--- config.mk ---
export PLATFORM = sky130hd
export DESIGN_NAME = serial_sub4
export DESIGN_NICKNAME = d
export VERILOG_FILES = /design/src/rtl/serial_sub4.sv
export SDC_FILE = /design/constraint.sdc
export NUM_CORES = 1
export LEC_CHECK = 0
export ABC_AREA = 1
export BUFFER_PORTS_ARGS = -buffer_cell sky130_fd_sc_hd__buf_4
export CORE_ASPECT_RATIO = 1.75
export CORE_MARGIN = 10
export CORE_UTILIZATION = 34
export CTS_CLUSTER_DIAMETER = 50
export DETAILED_ROUTE_END_ITERATION = 8
export MAX_ROUTING_LAYER = met4
export PLACE_DENSITY = 0.54
export SYNTH_ARGS = -nofsm -noshare
export SYNTH_HDL_FRONTEND = slang
export SYNTH_SLANG_ARGS = --single-unit
--- constraint.sdc ---
create_clock -name clk -period 1.5 [get_ports clk]
set_input_delay 0.15 -clock clk [delete_from_list [all_inputs] [get_ports clk]]
set_output_delay 0.15 -clock clk [all_outputs]
set_load 0.1 [all_outputs]
--- src/rtl/serial_sub4.sv ---
// Bit-serial subtractor: diff = a - b - bin, one bit per clock through a single
// full-subtractor cell, with a start/busy/done handshake.
module serial_sub4 #(
  parameter int WIDTH = 4
) (
  input  logic             clk,
  input  logic             rst,
  input  logic             start,
  input  logic [WIDTH-1:0] a,
  input  logic [WIDTH-1:0] b,
  input  logic             bin,
  output logic             busy,
  output logic             done,
  output logic [WIDTH-1:0] diff,
  output logic             bout
);

  localparam int CW = (WIDTH > 1) ? $clog2(WIDTH) : 1;
  localparam logic [CW-1:0] LAST = CW'(WIDTH - 1);

  typedef enum logic [1:0] {
    IDLE,
    SHIFT,
    DONE
  } state_t;

  state_t           state;
  logic [WIDTH-1:0] ra;
  logic [WIDTH-1:0] rb;
  logic [WIDTH-1:0] rd;
  logic             br;
  logic [CW-1:0]    cnt;

  logic             d;
  logic             br_next;
  logic [WIDTH-1:0] rd_next;

  // Full-subtractor cell on the operand LSBs; result bits enter rd from the top.
  always_comb begin
    d       = ra[0] ^ rb[0] ^ br;
    br_next = (~ra[0] & rb[0]) | (~(ra[0] ^ rb[0]) & br);
    rd_next = '0;
    rd_next[WIDTH-1] = d;
    for (int i = 0; i < WIDTH - 1; i++) begin
      rd_next[i] = rd[i+1];
    end
  end

  always_ff @(posedge clk) begin
    if (rst) begin
      state <= IDLE;
      busy  <= 1'b0;
      done  <= 1'b0;
      diff  <= '0;
      bout  <= 1'b0;
      ra    <= '0;
      rb    <= '0;
      rd    <= '0;
      br    <= 1'b0;
      cnt   <= '0;
    end else begin
      case (state)
        IDLE: begin
          busy <= 1'b0;
          done <= 1'b0;
          if (start) begin
            ra    <= a;
            rb    <= b;
            br    <= bin;
            cnt   <= '0;
            busy  <= 1'b1;
            state <= SHIFT;
          end
        end
        SHIFT: begin
          ra  <= ra >> 1;
          rb  <= rb >> 1;
          rd  <= rd_next;
          br  <= br_next;
          cnt <= cnt + CW'(1);
          // The last bit goes straight into the output registers, so diff
          // never exposes a partially shifted result.
          if (cnt == LAST) begin
            diff  <= rd_next;
            bout  <= br_next;
            busy  <= 1'b0;
            done  <= 1'b1;
            state <= DONE;
          end
        end
        DONE: begin
          done  <= 1'b0;
          state <= IDLE;
        end
        default: begin
          busy  <= 1'b0;
          done  <= 1'b0;
          state <= IDLE;
        end
      endcase
    end
  end

endmodule

Word-level counts from Yosys, hierarchy flattened
Index checks and enable logic that the tools add are counted.
Word-level totals
  bits in registers: 24
  input port bits: 12
  output and inout port bits: 7
Operators by class
  $add $sub $neg: 1
  equality and inequality tests: 5
  multiplexer cells: 14
  bitwise gates (word level): 9
  reductions and logical operators: 7
Operators by type and width (count)
  4-bit one-hot mux with 2 select lines: 2
  4-bit two-way mux: 2
  2-bit one-hot mux with 2 select lines: 2
  2-bit AND reduction: 4
  2-bit two-way mux: 3
  2-bit equality test, second input constant: 2
  2-bit != test, second input constant: 2
  1-bit inverter: 4
  1-bit two-way mux: 3
  1-bit one-hot mux with 3 select lines: 1
  2-bit by 1-bit adder with 2-bit output, second input constant: 1
  1-bit AND: 2
  2-bit by 1-bit equality test with 1-bit output, second input constant: 1
  2-bit logical NOT: 1
  1-bit one-hot mux with 2 select lines: 1
  2-bit nonzero test: 1
  2-bit OR reduction: 1
  1-bit bitwise XOR: 2
  1-bit OR: 1

Logic depth before layout (Yosys ltp)
Gate-level depths: netlist of the first run.
  depth after elaboration: 5
  gate-level depth with buffers: 7
  depth with buffers taken out: 7

Worst setup path before layout of the first run
Ideal clock, no wire load.
  kind: flip-flop to flip-flop
  from: register, netlist name busy
  to: register busy
  setup time: 0.065 ns
  data arrival time: 1.234 ns
  data required time: 1.435 ns
  path slack: 0.201 ns
  stages on the path, launching flop included: 3
  buffers on the path: 0
  clock period less this slack: 1.299 ns
  cell sequence: dfxtp_1 > o21ai_0 > nor2_1
RTL lines
  end signal, assigned: line 52  | busy <= 1'b0;
  end signal, assigned: line 64  | busy <= 1'b0;
  end signal, assigned: line 71  | busy <= 1'b1;
  end, declared: line 12  | output logic busy,

Worst setup path after layout of the first run
  from: register state[0]
  to: register diff[3]
On the way
  word-level cells in the longest chain between the ends: 2
RTL lines
  start, declared: line 27  | state_t state;
  start signal, assigned: line 51  | state <= IDLE;
  start signal, assigned: line 72  | state <= SHIFT;
  start signal, assigned: line 88  | state <= DONE;
  2-bit by 1-bit equality test with 1-bit output: line 62  | case (state)
  2-bit AND reduction (no source line)
  end signal, assigned: line 84  | diff <= rd_next;
  end, declared: line 14  | output logic [WIDTH-1:0] diff,
Every way passes these cells.
A chain may end at the register's enable or synchronous reset.

==> results.toml, run 1 <==
[status]
status = "complete, no violations"

[clock_network]
ctsHoldBuffers = 0
htreeDepth = 1
clk_pin_slew_ns = 0.08
ctsResizeCount = 0
post-cts-setup-buffer-count = 0
cts_buffer_depth = 2
cts_root_buffer = "clkbuf_8"
clock-sinks = 23
clk_latency_ns = 0.26
cts_made_buffers = 3
tritoncts = "yes"

[routing]
wire_per_inst_um = 11.21
drtPass1Iterations = 4
antenna_left = 0
vias_per_cell = 4.706
vias = 880
drt_iter0_drc = 14
drc = 0
drt_wl_total_um = 2097

[timing]
setup_tns_ns = 0
finalHoldViolations = 0
fin_ws_ns = 0.2824
fmax_mhz = 821.3
rsz0062_at_grt = "no"
whs_ns = 0.1029
skew_ns = 0.005581
setup-violations-final = 0
slew_headroom = 0.7071
timing.final.crit_share = 0.8117
worst_pin_slew_ns = 0.4376
final_max_slew_viol_count = 0
layout_min_cycle_time_ns = 1.218

[yosys]
ys_top_cells_by_area = "dfxtp_1 (45%), nand2_1 (13%), nor2_1 (13%), inv_1 (5.1%), o21ai_0 (4.4%)"
syn_inst = 141
syn_avg_cell_area_um2 = 7.250
yosysSeqAreaShare = 0.4504
syn_area_um2 = 1022
yosys_register_bits = 23
yosysUniqueCellTypes = 17
yosys.area.top_type = "dfxtp_1"
yosysTopAreaCellShare = 0.4504
yosys_warnings = 0
synth.net_count = 155

[cells_and_area]
drive_gt1_frac = 0.1950
mostFrequentLayoutCell = "nand2_1"
final_cell_mix = "nand2_1 (36), nor2_1 (35), dfxtp_1 (23)"
insertedDiodeCount = 0
fin_nets = 174
multi_input_area_um2 = 469.2
syn_to_final_growth_pct = 17.87
seq_area_um2 = 460.4
nFillCells = 316

[power]
switching_share = 0.2709
comb_power_share = 0.156
powerDensity_nw_per_um2 = 1034
p_int_mw = 0.9083
p_switching_mw = 0.3375
power.total_mw = 1.246
power.share.clock = 0.310
p_seq_frac = 0.534
max-vdd-ir-drop_mv = 0.5855
power.static_leakage_nw = 0.5850

[global_route]
grt_pass1_wl_um = 4064
first_global_vias = 961
antenna_found_initial = 0
busiest_layer = "met2"
grt_use_total = 0.09408
met2_usage = 0.1512
grtUsageMet1 = 0.09752
use_met3 = 0.02599
grt_max_degree = 18
grt_overflow_total = 0

[critical_path]
critical_path.max_fanout = 17
critical_path_required_ns = 1.71
start_kind = "register"
cp_slowest_cell = "dfxtp_1"
crit_buf_inv = 1
arrival_ns = 1.43
critical-path-top-delay-family = "simple AND/OR/NAND/NOR gates"
timing.critical_path.mode_cell = "nand2_1"
critical_path_class = "reg -> reg"
critPathMaxStageDelay_ns = 0.50
crit_chain = "nand2_4 > nor2_4 > nand2_1 > inv_1 > nand2_1 > nand2_1"
cp-end-kind = "register"

[placed_design]
gp_congestion = 0.7575
pre_cts_ws_ns = 0.2851
dp_hpwl_um = 1636
io_buffers = 18

[floorplanning]
fp.coreArea_um2 = 2895
die_h_um = 92.54
start_util = 0.3531
rows = 26
ios = 19
die_w_um = 61.45
dieArea_um2 = 5686

[hold_path]
holdCritPathClass = "in -> reg"

[job]
maxCapViolCount = 0
state kept, by name, summed over array words and instances (netlist names):
name / cells
bout: 1
br: 1
busy: 1
cnt: 2
diff: 4
done: 1
ra: 4
rb: 4
rd: 3
state: 2
synth_stat cells:
master / n
a21oi_1: 4
dfxtp_1: 23
nand2_1: 36
buf_6: 2
nor2_1: 35
nand2_4: 1
inv_2: 2
inv_1: 14
nor2_4: 2
o21ai_2: 4
nand3_1: 3
nor3_1: 1
o21ai_0: 9
fa_1: 1
buf_2: 2
ha_1: 1
o21ai_4: 1
worst register-to-register path: stages (launching register included):
cell     delay (ns)
dfxtp_1        0.50
nand2_4        0.20
nor2_4         0.16
nand2_1        0.08
inv_1          0.12
nand2_1        0.06
nand2_1        0.05
logic make-up (layout without fill, tap and decap cells):
kind of cell    count (synthesis)  after routing  share of synthesized area
simple gates                   78             78                     0.3133
flops                          23             23                     0.4504
buf+inv                        20             38                    0.09058
compound gates                 18             18                     0.1138
fa+ha+maj                       2              2                    0.03182
worst paths after layout:
check | cells after the start | slack, ns | start | end
setup / recovery | 6 | 0.28 | state[0]$_SDFFE_PP0P_ | diff[3]$_SDFFE_PP0P_
setup reg to reg | 6 | 0.28 | state[0]$_SDFFE_PP0P_ | diff[3]$_SDFFE_PP0P_
hold reg to reg | 2 | 0.47 | rb[3]$_SDFFE_PP0P_ | rb[3]$_SDFFE_PP0P_
hold / removal | 2 | 0.10 | rst | cnt[1]$_SDFFE_PP0P_
through the flow:
step	std cells	util	cell area [um2]
after floorplan	141	-	1022
after global placement	183	0.4006	1160
after detailed placement	183	0.4006	1160
after CTS	187	0.4162	1205
after global routing	187	0.4162	1205
final	187	0.4162	1205
metal layers:
layer	share of wire	up-vias
met5	0	-
met1	0.41	388
met3	0.055	6
met2	0.49	21
li1	-	465
met4	0.039	0
power groups by stage:
stage | clock, mW | sequential [mW] | combinational (mW)
finish | 0.386 | 0.665 | 0.194
global placement | 0 | 0.680 | 0.195
global route | 0.430 | 0.671 | 0.230
detailed placement | 0 | 0.680 | 0.196
floorplan | 0 | 0.691 | 0.139
CTS | 0.397 | 0.666 | 0.197
area by class of cell:
class / count / area share
Multi-Input combinational cell: 98 / 0.3894
Sequential cell: 23 / 0.3821
Timing Repair Buffer: 18 / 0.1121
Inverter: 16 / 0.04984
Clock buffer: 4 / 0.03738
Tap cell: 28 / 0.02908
(Power assumes the default switching activity.)
==> run 2, diff against run 1 <==
--- a/config.mk
+++ b/config.mk
@@ -5,7 +5,7 @@
 export SDC_FILE = /design/constraint.sdc
 export NUM_CORES = 1
 export LEC_CHECK = 0
-export ABC_AREA = 1
+export ABC_AREA = 0
 export BUFFER_PORTS_ARGS = -buffer_cell sky130_fd_sc_hd__buf_4
 export CORE_ASPECT_RATIO = 1.75
 export CORE_MARGIN = 10
==> constraint.sdc (replaced) <==
create_clock -name clk -period 1.2 [get_ports clk]
set_input_delay 0.12 -clock clk [delete_from_list [all_inputs] [get_ports clk]]
set_output_delay 0.12 -clock clk [all_outputs]
set_load 0.1 [all_outputs]
==> results.toml, run 2 <==
[status]
status = "complete, no violations"

[yosys]
yosysTopAreaCellShare = 0.4571
synth_ff_type = "dfxtp_1"
syn_avg_cell_area_um2 = 10.38
synth_edf_count = 0
yosys.area.top_type = "dfxtp_1"
yosys_warnings = 0
yosysSeqAreaShare = 0.4571
yosys_register_bits = 23
synthArstFlopShare = 0
syn_area_um2 = 1007
yosysMostFrequentCell = "dfxtp_1"
syn_inst = 97
synth_commonest_cells = "dfxtp_1 (23), nor2_1 (17), mux2i_1 (10)"
synth.net_count = 111
yosysUniqueCellTypes = 26
ys_top_cells_by_area = "dfxtp_1 (46%), mux2i_1 (9.9%), a211oi_2 (8.7%), nor2_1 (6.3%), buf_6 (3.4%)"

[clock_network]
tritoncts = "yes"
htreeDepth = 1
cts_root_buffer = "clkbuf_8"
clock-sinks = 23
cts_made_buffers = 3
ctsHoldBuffers = 0
clk_latency_ns = 0.27
clk_pin_slew_ns = 0.09
cts_buffer_depth = 2

[routing]
drc = 0
wl_met3_um = 66
drtPass1Iterations = 4
drt_iter0_drc = 23
drt_wl_total_um = 2261
wire_per_inst_um = 14.40
vias_per_cell = 5.096
route.met2.wl_um = 1241
vias = 800
antenna_left = 0
routed.top_layer = "met4"
met1_length_um = 928

[timing]
setup-violations-final = 0
fin_ws_ns = 0.02692
slew_headroom = 0.8068
skew_ns = 0.007487
layout_min_cycle_time_ns = 1.173
worst_pin_slew_ns = 0.2897
finalHoldViolations = 0
timing.final.crit_share = 0.9776
final_max_slew_viol_count = 0
fmax_mhz = 852.5
setup_tns_ns = 0
rsz0062_at_grt = "yes"

[critical_path]
crit_cells = 3
ff2ff_setup_slack_ns = 0.03
crit_buf_inv = 0
start_kind = "register"
arrival_ns = 1.37
critical_path.max_fanout = 2
worst_r2r_path_depth = 3
cp-end-kind = "register"
crit_chain = "fa_2 > nand3_2 > a21oi_2"
cp_slowest_cell = "fa_2"
critPathLaunch = "ra[0]$_SDFFE_PP0P_"
critPathMaxStageDelay_ns = 0.60
critical_path_class = "reg -> reg"
critical_path_required_ns = 1.40
r2r-end = "diff[3]$_SDFFE_PP0P_"
rr_startpoint = "ra[0]$_SDFFE_PP0P_"
critical-path-top-delay-family = "adder cells"
endpoint = "diff[3]$_SDFFE_PP0P_"

[cells_and_area]
syn_to_final_growth_pct = 33.79
final_area_um2 = 1348
seq_area_um2 = 475.5
final_cells = 157
mostFrequentLayoutCell = "buf_4"
nFillCells = 295
fin_nets = 144
final_cell_mix = "buf_4 (33), nor2_1 (17), dfxtp_2 (12)"
drive_gt1_frac = 0.5194
reg_top3 = "diff: 4 flops, ra: 4 flops, rb: 4 flops"
multi_input_area_um2 = 533.0
insertedDiodeCount = 0

[global_route]
grt_overflow_total = 0
antenna_found_initial = 0
grt_use_total = 0.08567
first_global_vias = 818
grt_max_degree = 24
grt_pass1_wl_um = 3670

[job]
maxCapViolCount = 0

[placed_design]
place_inst = 145
dp_hpwl_um = 1625
pre_cts_ws_ns = -0.01747
io_buffers = 18
gp_congestion = 0.6927
placed_area_um2 = 1199

[floorplanning]
die_w_um = 61.15
fp.coreArea_um2 = 2895
ios = 19
dieArea_um2 = 5625
start_util = 0.3479
rows = 26
die_h_um = 92

[hold_path]
holdCritPathClass = "in -> reg"
min_from = "b[3]"

[power]
switching_share = 0.2617
power.static_leakage_nw = 0.5518
comb_power_share = 0.179
p_seq_frac = 0.518
p_int_mw = 1.192
max-vdd-ir-drop_mv = 0.6443
p_switching_mw = 0.4224
powerDensity_nw_per_um2 = 1198
power.share.clock = 0.303
[run 2: how the worst min path moves through the flow]
| stage | cells after the start | endpoint | slack, ns |
|---|---|---|---|
| 2_1_floorplan | 1 | rb[0]$_SDFFE_PP0P_ | 0.18 |
| 3_3_place_gp | 3 | rb[3]$_SDFFE_PP0P_ | 0.36 |
| 3_5_place_dp | 3 | rb[3]$_SDFFE_PP0P_ | 0.37 |
| 4_1_cts | 3 | rb[3]$_SDFFE_PP0P_ | 0.08 |
| 5_1_grt | 3 | ra[3]$_SDFFE_PP0P_ | 0.09 |
| 6_report | 3 | rb[3]$_SDFFE_PP0P_ | 0.09 |
[run 2: power groups by stage]
| stage | clock, mW | combinational [mW] | sequential, mW |
|---|---|---|---|
| after global placement | 0 | 0.250 | 0.846 |
| after detailed placement | 0 | 0.253 | 0.847 |
| final | 0.490 | 0.289 | 0.836 |
| after global routing | 0.528 | 0.317 | 0.840 |
| after CTS | 0.504 | 0.273 | 0.830 |
| after floorplan | 0 | 0.161 | 0.860 |
[run 2: cell families after synthesis]
kind of cell | synth area share
buffers and inverters | 0.05838
AO/OA/AOI/OAI | 0.1863
flip-flops | 0.4571
AND/OR/NAND/NOR | 0.1665
multiplexers | 0.09938
adder cells (fa/ha/maj) | 0.03230
[run 2: timing repair]
action                                  in CTS  in global routing
buffers inserted                             5                  2
cloned                                       0                  1
endpoints found under the hold margin        0                  0
pin swaps                                    0                  1
resized for setup                            4                  9
endpoints found under the setup margin       6                 11
[run 2: final cells by class]
class,count,area share
well taps,28,0.02600
inverters,3,0.008357
multi-input cells,66,0.3955
flip-flops and latches,23,0.3528
clock buffers,4,0.03343
repair buffers,33,0.1838
[run 2: layer usage]
layer,track usage,up-vias
met5,-,-
met2,0.1399,8
met3,0.02072,2
li1,-,406
met1,0.09002,384
met4,0.04598,0
[run 2: worst register-to-register path, delay by kind of cell, from the launching register on]
kind | cells | cell delay, ns
and+or+nand+nor | 1 | 0.07
DFF | 1 | 0.34
AOI/OAI and AO/OA | 1 | 0.11
adders and majority gates | 1 | 0.60
[run 2: per-stage QoR]
stage,hold WS (ns),utilization,power [mW]
floorplan,0.1846,-,1.021
global placement,0.3583,0.4140,1.096
detailed placement,0.3651,0.4140,1.100
CTS,0.08356,0.4451,1.607
global route,0.09304,0.4654,1.684
finish,0.08628,0.4654,1.614
